==> src/rtl/uart_fifo_tx_drain.sv <==
// uart_fifo_tx_drain
//   Read-side client of the multi-pop TX FIFO. Pops up to NO words at a time into
//   a local buffer and serialises each word as an 8N1-style UART frame on tx.
//   Frames run back-to-back while words keep arriving: the buffer is refilled
//   during the frame of its last word, so the next start bit follows the stop
//   bit directly.
//
// Parameters
//   W            data bits per frame / FIFO word width
//   NO           max words per pop (matches the FIFO)
//   CLKS_PER_BIT clk cycles per bit, >= 2
//   STOP_BITS    1 or 2
//
// Ports
//   clk       in   system clock, rising edge
//   rst_n     in   async reset, active low
//   tx_en     in   1: may pop and start frames; 0: finish current frame, then hold
//   can_pop   in   words available in the FIFO, 0..NO
//   pop_data  in   FIFO head words, pop_data[0] is the oldest
//   pop       out  words popped this cycle (combinational)
//   tx        out  serial line, idle high, registered
//   busy      out  frame in progress or buffered words pending
//
// Build option
//   UART_TX_PARITY_EN  adds an even-parity bit between DATA and STOP.
//
// state  | meaning
// IDLE   | line high, waiting for a buffered word and tx_en
// START  | start bit (low), one bit time
// DATA   | W data bits, LSB first
// PARITY | even parity bit (UART_TX_PARITY_EN builds only)
// STOP   | STOP_BITS stop bits (high); next word may load on the last cycle

module uart_fifo_tx_drain #(
  parameter int W            = 8,
  parameter int NO           = 2,
  parameter int CLKS_PER_BIT = 868,
  parameter int STOP_BITS    = 1
) (
  input  logic                       clk,
  input  logic                       rst_n,
  input  logic                       tx_en,
  input  logic [$clog2(NO+1)-1:0]    can_pop,
  input  logic [NO-1:0][W-1:0]       pop_data,
  output logic [$clog2(NO+1)-1:0]    pop,
  output logic                       tx,
  output logic                       busy
);

  localparam int CW  = $clog2(NO + 1);
  localparam int HW  = (NO > 1) ? $clog2(NO) : 1;
  localparam int BDW = $clog2(CLKS_PER_BIT);
  localparam int BTW = $clog2(W + 1);

  localparam logic [BDW-1:0] BAUD_TOP = BDW'(CLKS_PER_BIT - 1);
  localparam logic [BTW-1:0] DATA_TOP = BTW'(W - 1);
  localparam logic [BTW-1:0] STOP_TOP = BTW'(STOP_BITS - 1);
  localparam logic [CW-1:0]  NO_C     = CW'(NO);

  localparam logic [2:0] ST_IDLE   = 3'd0;
  localparam logic [2:0] ST_START  = 3'd1;
  localparam logic [2:0] ST_DATA   = 3'd2;
  localparam logic [2:0] ST_STOP   = 3'd4;
`ifdef UART_TX_PARITY_EN
  localparam logic [2:0] ST_PARITY = 3'd3;
`endif

  logic [2:0]     state;
  logic [W-1:0]   word_buf [NO];
  logic [CW-1:0]  buf_cnt;
  logic [HW-1:0]  head;
  logic [W-1:0]   shreg;
  logic [BDW-1:0] baud_cnt;
  logic [BTW-1:0] bit_cnt;
`ifdef UART_TX_PARITY_EN
  logic           par;
`endif

  logic baud_done, bit_done, load_ok, load_now;

  // Both timers count down; a bit (or the last bit of a field) ends at zero.
  assign baud_done = (baud_cnt == '0);
  assign bit_done  = (bit_cnt == '0);
  assign load_ok   = tx_en && (buf_cnt != '0);
  // A new word is only taken from idle or on the very last cycle of the frame.
  assign load_now  = load_ok &&
                     ((state == ST_IDLE) || (state == ST_STOP && baud_done && bit_done));

  // Refill only from an empty buffer; held at zero while reset is asserted so
  // the FIFO never loses a word into a buffer that is being cleared.
  always_comb begin
    pop = '0;
    if (rst_n && tx_en && (buf_cnt == '0))
      pop = (can_pop > NO_C) ? NO_C : can_pop;
  end

  assign busy = (state != ST_IDLE) || (buf_cnt != '0);

  always_ff @(posedge clk or negedge rst_n) begin
    if (!rst_n) begin
      state    <= ST_IDLE;
      tx       <= 1'b1;
      buf_cnt  <= '0;
      head     <= '0;
      shreg    <= '0;
      baud_cnt <= '0;
      bit_cnt  <= '0;
`ifdef UART_TX_PARITY_EN
      par      <= 1'b0;
`endif
      for (int i = 0; i < NO; i++) word_buf[i] <= '0;
    end else begin
      // pop and load are mutually exclusive: pop needs an empty buffer, load a non-empty one
      if (pop != '0) begin
        for (int i = 0; i < NO; i++)
          if (i < int'(pop)) word_buf[i] <= pop_data[i];
        buf_cnt <= pop;
        head    <= '0;
      end else if (load_now) begin
        shreg   <= word_buf[head];
        head    <= head + 1'b1;
        buf_cnt <= buf_cnt - 1'b1;
`ifdef UART_TX_PARITY_EN
        par     <= ^word_buf[head];
`endif
      end

      case (state)
        ST_IDLE: begin
          if (load_now) begin
            state    <= ST_START;
            baud_cnt <= BAUD_TOP;
            tx       <= 1'b0;
          end
        end
        ST_START: begin
          if (baud_done) begin
            state    <= ST_DATA;
            baud_cnt <= BAUD_TOP;
            bit_cnt  <= DATA_TOP;
            tx       <= shreg[0];
          end else begin
            baud_cnt <= baud_cnt - 1'b1;
          end
        end
        ST_DATA: begin
          if (baud_done) begin
            baud_cnt <= BAUD_TOP;
            if (bit_done) begin
`ifdef UART_TX_PARITY_EN
              state <= ST_PARITY;
              tx    <= par;
`else
              state   <= ST_STOP;
              bit_cnt <= STOP_TOP;
              tx      <= 1'b1;
`endif
            end else begin
              // shreg[1] is the next bit out once the current one shifts away
              shreg   <= {1'b0, shreg[W-1:1]};
              tx      <= shreg[1];
              bit_cnt <= bit_cnt - 1'b1;
            end
          end else begin
            baud_cnt <= baud_cnt - 1'b1;
          end
        end
`ifdef UART_TX_PARITY_EN
        ST_PARITY: begin
          if (baud_done) begin
            state    <= ST_STOP;
            baud_cnt <= BAUD_TOP;
            bit_cnt  <= STOP_TOP;
            tx       <= 1'b1;
          end else begin
            baud_cnt <= baud_cnt - 1'b1;
          end
        end
`endif
        ST_STOP: begin
          if (baud_done) begin
            if (bit_done) begin
              if (load_ok) begin
                state    <= ST_START;
                baud_cnt <= BAUD_TOP;
                tx       <= 1'b0;
              end else begin
                state    <= ST_IDLE;
                baud_cnt <= '0;
                tx       <= 1'b1;
              end
            end else begin
              bit_cnt  <= bit_cnt - 1'b1;
              baud_cnt <= BAUD_TOP;
            end
          end else begin
            baud_cnt <= baud_cnt - 1'b1;
          end
        end
        default: begin
          state    <= ST_IDLE;
          baud_cnt <= '0;
          tx       <= 1'b1;
        end
      endcase
    end
  end

endmodule
==> config.mk <==
export PLATFORM = sky130hd
export DESIGN_NAME = uart_fifo_tx_drain
export DESIGN_NICKNAME = d
export VERILOG_FILES = /design/src/rtl/uart_fifo_tx_drain.sv
export SDC_FILE = /design/constraint.sdc
export NUM_CORES = 1
export LEC_CHECK = 0
export ABC_AREA = 1
export CAP_MARGIN = 5
export CELL_PAD_IN_SITES_DETAIL_PLACEMENT = 1
export CELL_PAD_IN_SITES_GLOBAL_PLACEMENT = 2
export CORE_UTILIZATION = 30
export DETAILED_ROUTE_END_ITERATION = 6
export GPL_ROUTABILITY_DRIVEN = 0
export GPL_TIMING_DRIVEN = 0
export PLACE_DENSITY = 0.79
export SLEW_MARGIN = 10
export SYNTH_ARGS = -nofsm -noshare
export SYNTH_HDL_FRONTEND = slang
export SYNTH_SLANG_ARGS = --single-unit
==> constraint.sdc <==
create_clock -name clk -period 1.7 [get_ports clk]
set_input_delay 0.51 -clock clk [delete_from_list [all_inputs] [get_ports clk]]
set_output_delay 0.51 -clock clk [all_outputs]
set_load 0.03 [all_outputs]
==> impl_metrics.csv <==
group,metric,value,unit
timing,hold_ws,0.142,ns
place,hpwlAfterDp,4.90,mm
clocking,cts_tree,"yes",
floorplan,start_util,31.1,%
place,portBuffers,24,
critical_path,crit_slowest_cell,"dfrtp_1",
power_and_ir_drop,p_per_area,806,mW/mm2
timing,fin_crit,1.95,ns
yosys,synthMuxAreaShare,3.12,%
critical_path,crit_chain,"inv_2 > ha_4 > inv_4 > nor2_4 > nand2_2 > buf_6 > clkinv_8 > buf_8",
clocking,htreeDepth,2,
floorplan,core_region_area,0.00826,mm2
yosys,yosys_most_used_dff,"dfrtp_1",
yosys,ys_seq_area_share,43.9,%
power_and_ir_drop,power_frac_seq,48.6,%
yosys,syn-num-nets,382,
yosys,yosys_warnings,0,
yosys,yosys.cell_count.top_type,"nand2_1",
yosys,avgSynthCellArea,7.20,um2
power_and_ir_drop,clock_power_share,25.2,%
outcome,violations,"setup timing",
route,drtIter0Drc,71,
timing,fin_setup_tns,-0.529,ns
yosys,async_reset_ff_share,100,%
power_and_ir_drop,p_int,1.93,mW
cells_and_area,finalNetCount,443,
clocking,clkLatencyLatePin,0.31,ns
power_and_ir_drop,swShare,32.0,%
timing,fin_crit_sh,115,%
power_and_ir_drop,vdd_drop_max,415,uV
timing,setup_viol,3,
route,vias_per_cell,4.52,
timing,worstMarginPinSlew,0.728,ns
clocking,clockBufferDepth,2,
floorplan,pin_count,25,
power_and_ir_drop,leakage,1.73,nW
yosys,ys_seq_elements,45,
critical_path,critPathMaxFanout,2,
global_routing,grt_pass1_wl,11.9,mm
clocking,cts-root-buf,"clkbuf_8",
cells_and_area,n_antenna_cell,0,
yosys,synth-edff-count,0,
clocking,numCtsBuffers,5,
critical_path,crit_type,"flop to output port",
timing,hold_viol_final,0,
yosys,yosysTopAreaCell,"dfrtp_1",
yosys,synth-compound-area-share,5.02,%
job,maxCapViolCount,0,
yosys,synth_area,0.00257,mm2
power_and_ir_drop,p_switching,910,uW
route,ant_nets,0,
critical_path,end_kind,"output port",
clocking,cts.sinks,45,
timing,fmax,513,MHz
critical_path,worst_setup_path_start_kind,"flop",
power_and_ir_drop,power_frac_comb,26.2,%
global_routing,grt_pass1_vias,2452,
timing,finalClockSkew,0.00455,ns
cells_and_area,regArea,0.00113,mm2
global_routing,track_usage,17.6,%
place,place_ws,-1.38,ns
critical_path,cp_data_required_time,1.19,ns
timing,setup_slack,-0.248,ns
yosys,synth_fa_ha_area_share,1.95,%
global_routing,antenna_found_initial,0,
yosys,synth_top_area_share,42.9,%
yosys,synth_cell_types,26,
cells_and_area,syn2layout_area_growth,37.3,%
yosys,synth_top_family_by_area,"simple AND/OR/NAND/NOR gates",
floorplan,dieHeight,94.5,um
yosys,syn_inst,357,
timing,rsz0062_at_grt,"yes",
cells_and_area,drive_gt1_share,24.1,%
floorplan,die_area,0.00894,mm2
yosys,synth_area_leaders,"dfrtp_1 43%, nand2_1 22%, nand3_1 6.0%",
cells_and_area,multi_input_area,0.00142,mm2
yosys,synth-simple-area-share,38.1,%
route,via_count,2369,
yosys,synth_xor_area_share,1.02,%
timing,slew_headroom,51.3,%
yosys,synth.cells.most_frequent,"153 x nand2_1, 44 x dfrtp_1, 34 x inv_1",
route,wl,7.04,mm
clocking,clk_transition_reported_paths,0.09,ns
route,drc,0,
timing,report.final.slew_viol_count,0,
critical_path,crit_arrival,1.44,ns
cells_and_area,nFillCells,1032,
min_path,hold_path.class,"input pin to async pin",
outcome,outcome,"complete, but fails checks",
critical_path,max_stage_delay,0.40,ns
floorplan,rows,33,
global_routing,grt_overflow,0,
floorplan,die_w,94.5,um
route,firstDrtPassIters,4,
route,wire_per_inst,13.4,um
global_routing,grt_max_degree,17,
power by group through the flow:
stage	sequential (mW)	combinational (mW)	clock (mW)
floorplan	1.37	0.336	0
global placement	1.40	0.486	0
detailed placement	1.40	0.509	0
CTS	1.38	0.675	0.746
global route	1.40	0.852	0.794
finish	1.38	0.744	0.715
area by class of cell:
type                    instances  area share, %
inverters                      40           5.04
plain buffers                   4          0.994
flip-flops and latches         45           32.0
clock inverters                 3          0.710
well taps                     105           3.73
multi-input cells             268           40.1
repair buffers                 54           15.5
clock buffers                   5           1.95
routing by layer:
layer	track usage, %	share of wire [%]	wire length, um
met5	0	0	0
met4	3.79	0.84	59
met3	3.14	2.5	176
met2	30.8	49	3420
met1	22.5	48	3390
through the flow:
stage / instances / utilization [%] / total power, mW / cell area, um2
6_report: 524 / 42.7 / 2.84 / 3530
5_1_grt: 524 / 42.7 / 3.05 / 3530
4_1_cts: 509 / 40.5 / 2.80 / 3340
3_5_place_dp: 487 / 35.8 / 1.91 / 2960
3_3_place_gp: 486 / 35.7 / 1.88 / 2940
2_1_floorplan: 357 / - / 1.70 / 2570
flip-flops by register name, summed over array words and instances, names as in the netlist:
signal	count
state	3
shreg	8
baud_cnt	10
head	1
buf_cnt	2
bit_cnt	4
word_buf	16
tx	1
logic make-up after synthesis:
family / after synthesis
adder cells (fa/ha/maj): 4
AND/OR/NAND/NOR: 231
flip-flops: 45
AO/OA/AOI/OAI: 22
XOR/XNOR: 3
buffers and inverters: 44
multiplexers: 8
final timing paths:
path | endpoint | slack, ns | cells after the start | startpoint
setup / recovery | pop[1] | -0.25 | 8 | buf_cnt[0]
hold / removal | tx | 0.14 | 1 | rst_n
setup reg to reg | state[1] | 0.11 | 10 | buf_cnt[0]
hold reg to reg | word_buf[15] | 0.48 | 2 | word_buf[15]
max in group asynchronous | shreg[3] | 0.43 | 2 | rst_n
min in group clk | word_buf[15] | 0.48 | 2 | word_buf[15]
cell usage in the layout (no fill, tap or decap), drive strengths merged:
master,n
bufbuf,1
clkinvlp,1
dlygate4sd2,1
nor3,1
o21ai,15
nor2,29
inv,38
dfrtp,44
mux2i,8
clkinv,4
xor2,3
nand2,161
buf,34
clkbuf,6
dlygate4sd3,2
dfstp,1
nand3,35
ha,4
clkdlybuf4s50,18
o21a,3
and2,1
nand4,4
a21oi,4
clkdlybuf4s15,1
critical path, delay by kind of cell, from the launching register on:
family / cells / cell delay (ns)
DFF: 1 / 0.40
buffers and inverters: 5 / 0.40
and+or+nand+nor: 2 / 0.17
adders and majority gates: 1 / 0.15
timing repair:
item / 4_1_cts / 5_1_grt
gates resized for setup: 65 / 25
hold buffers: 2 / 0
setup buffers: 11 / 15
pin swaps: 7 / 11
endpoints found under the hold margin: 15 / 0
cloned: 1 / 0
setup endpoints to repair: 42 / 30
Note: power is estimated with default switching activity, not from simulation.
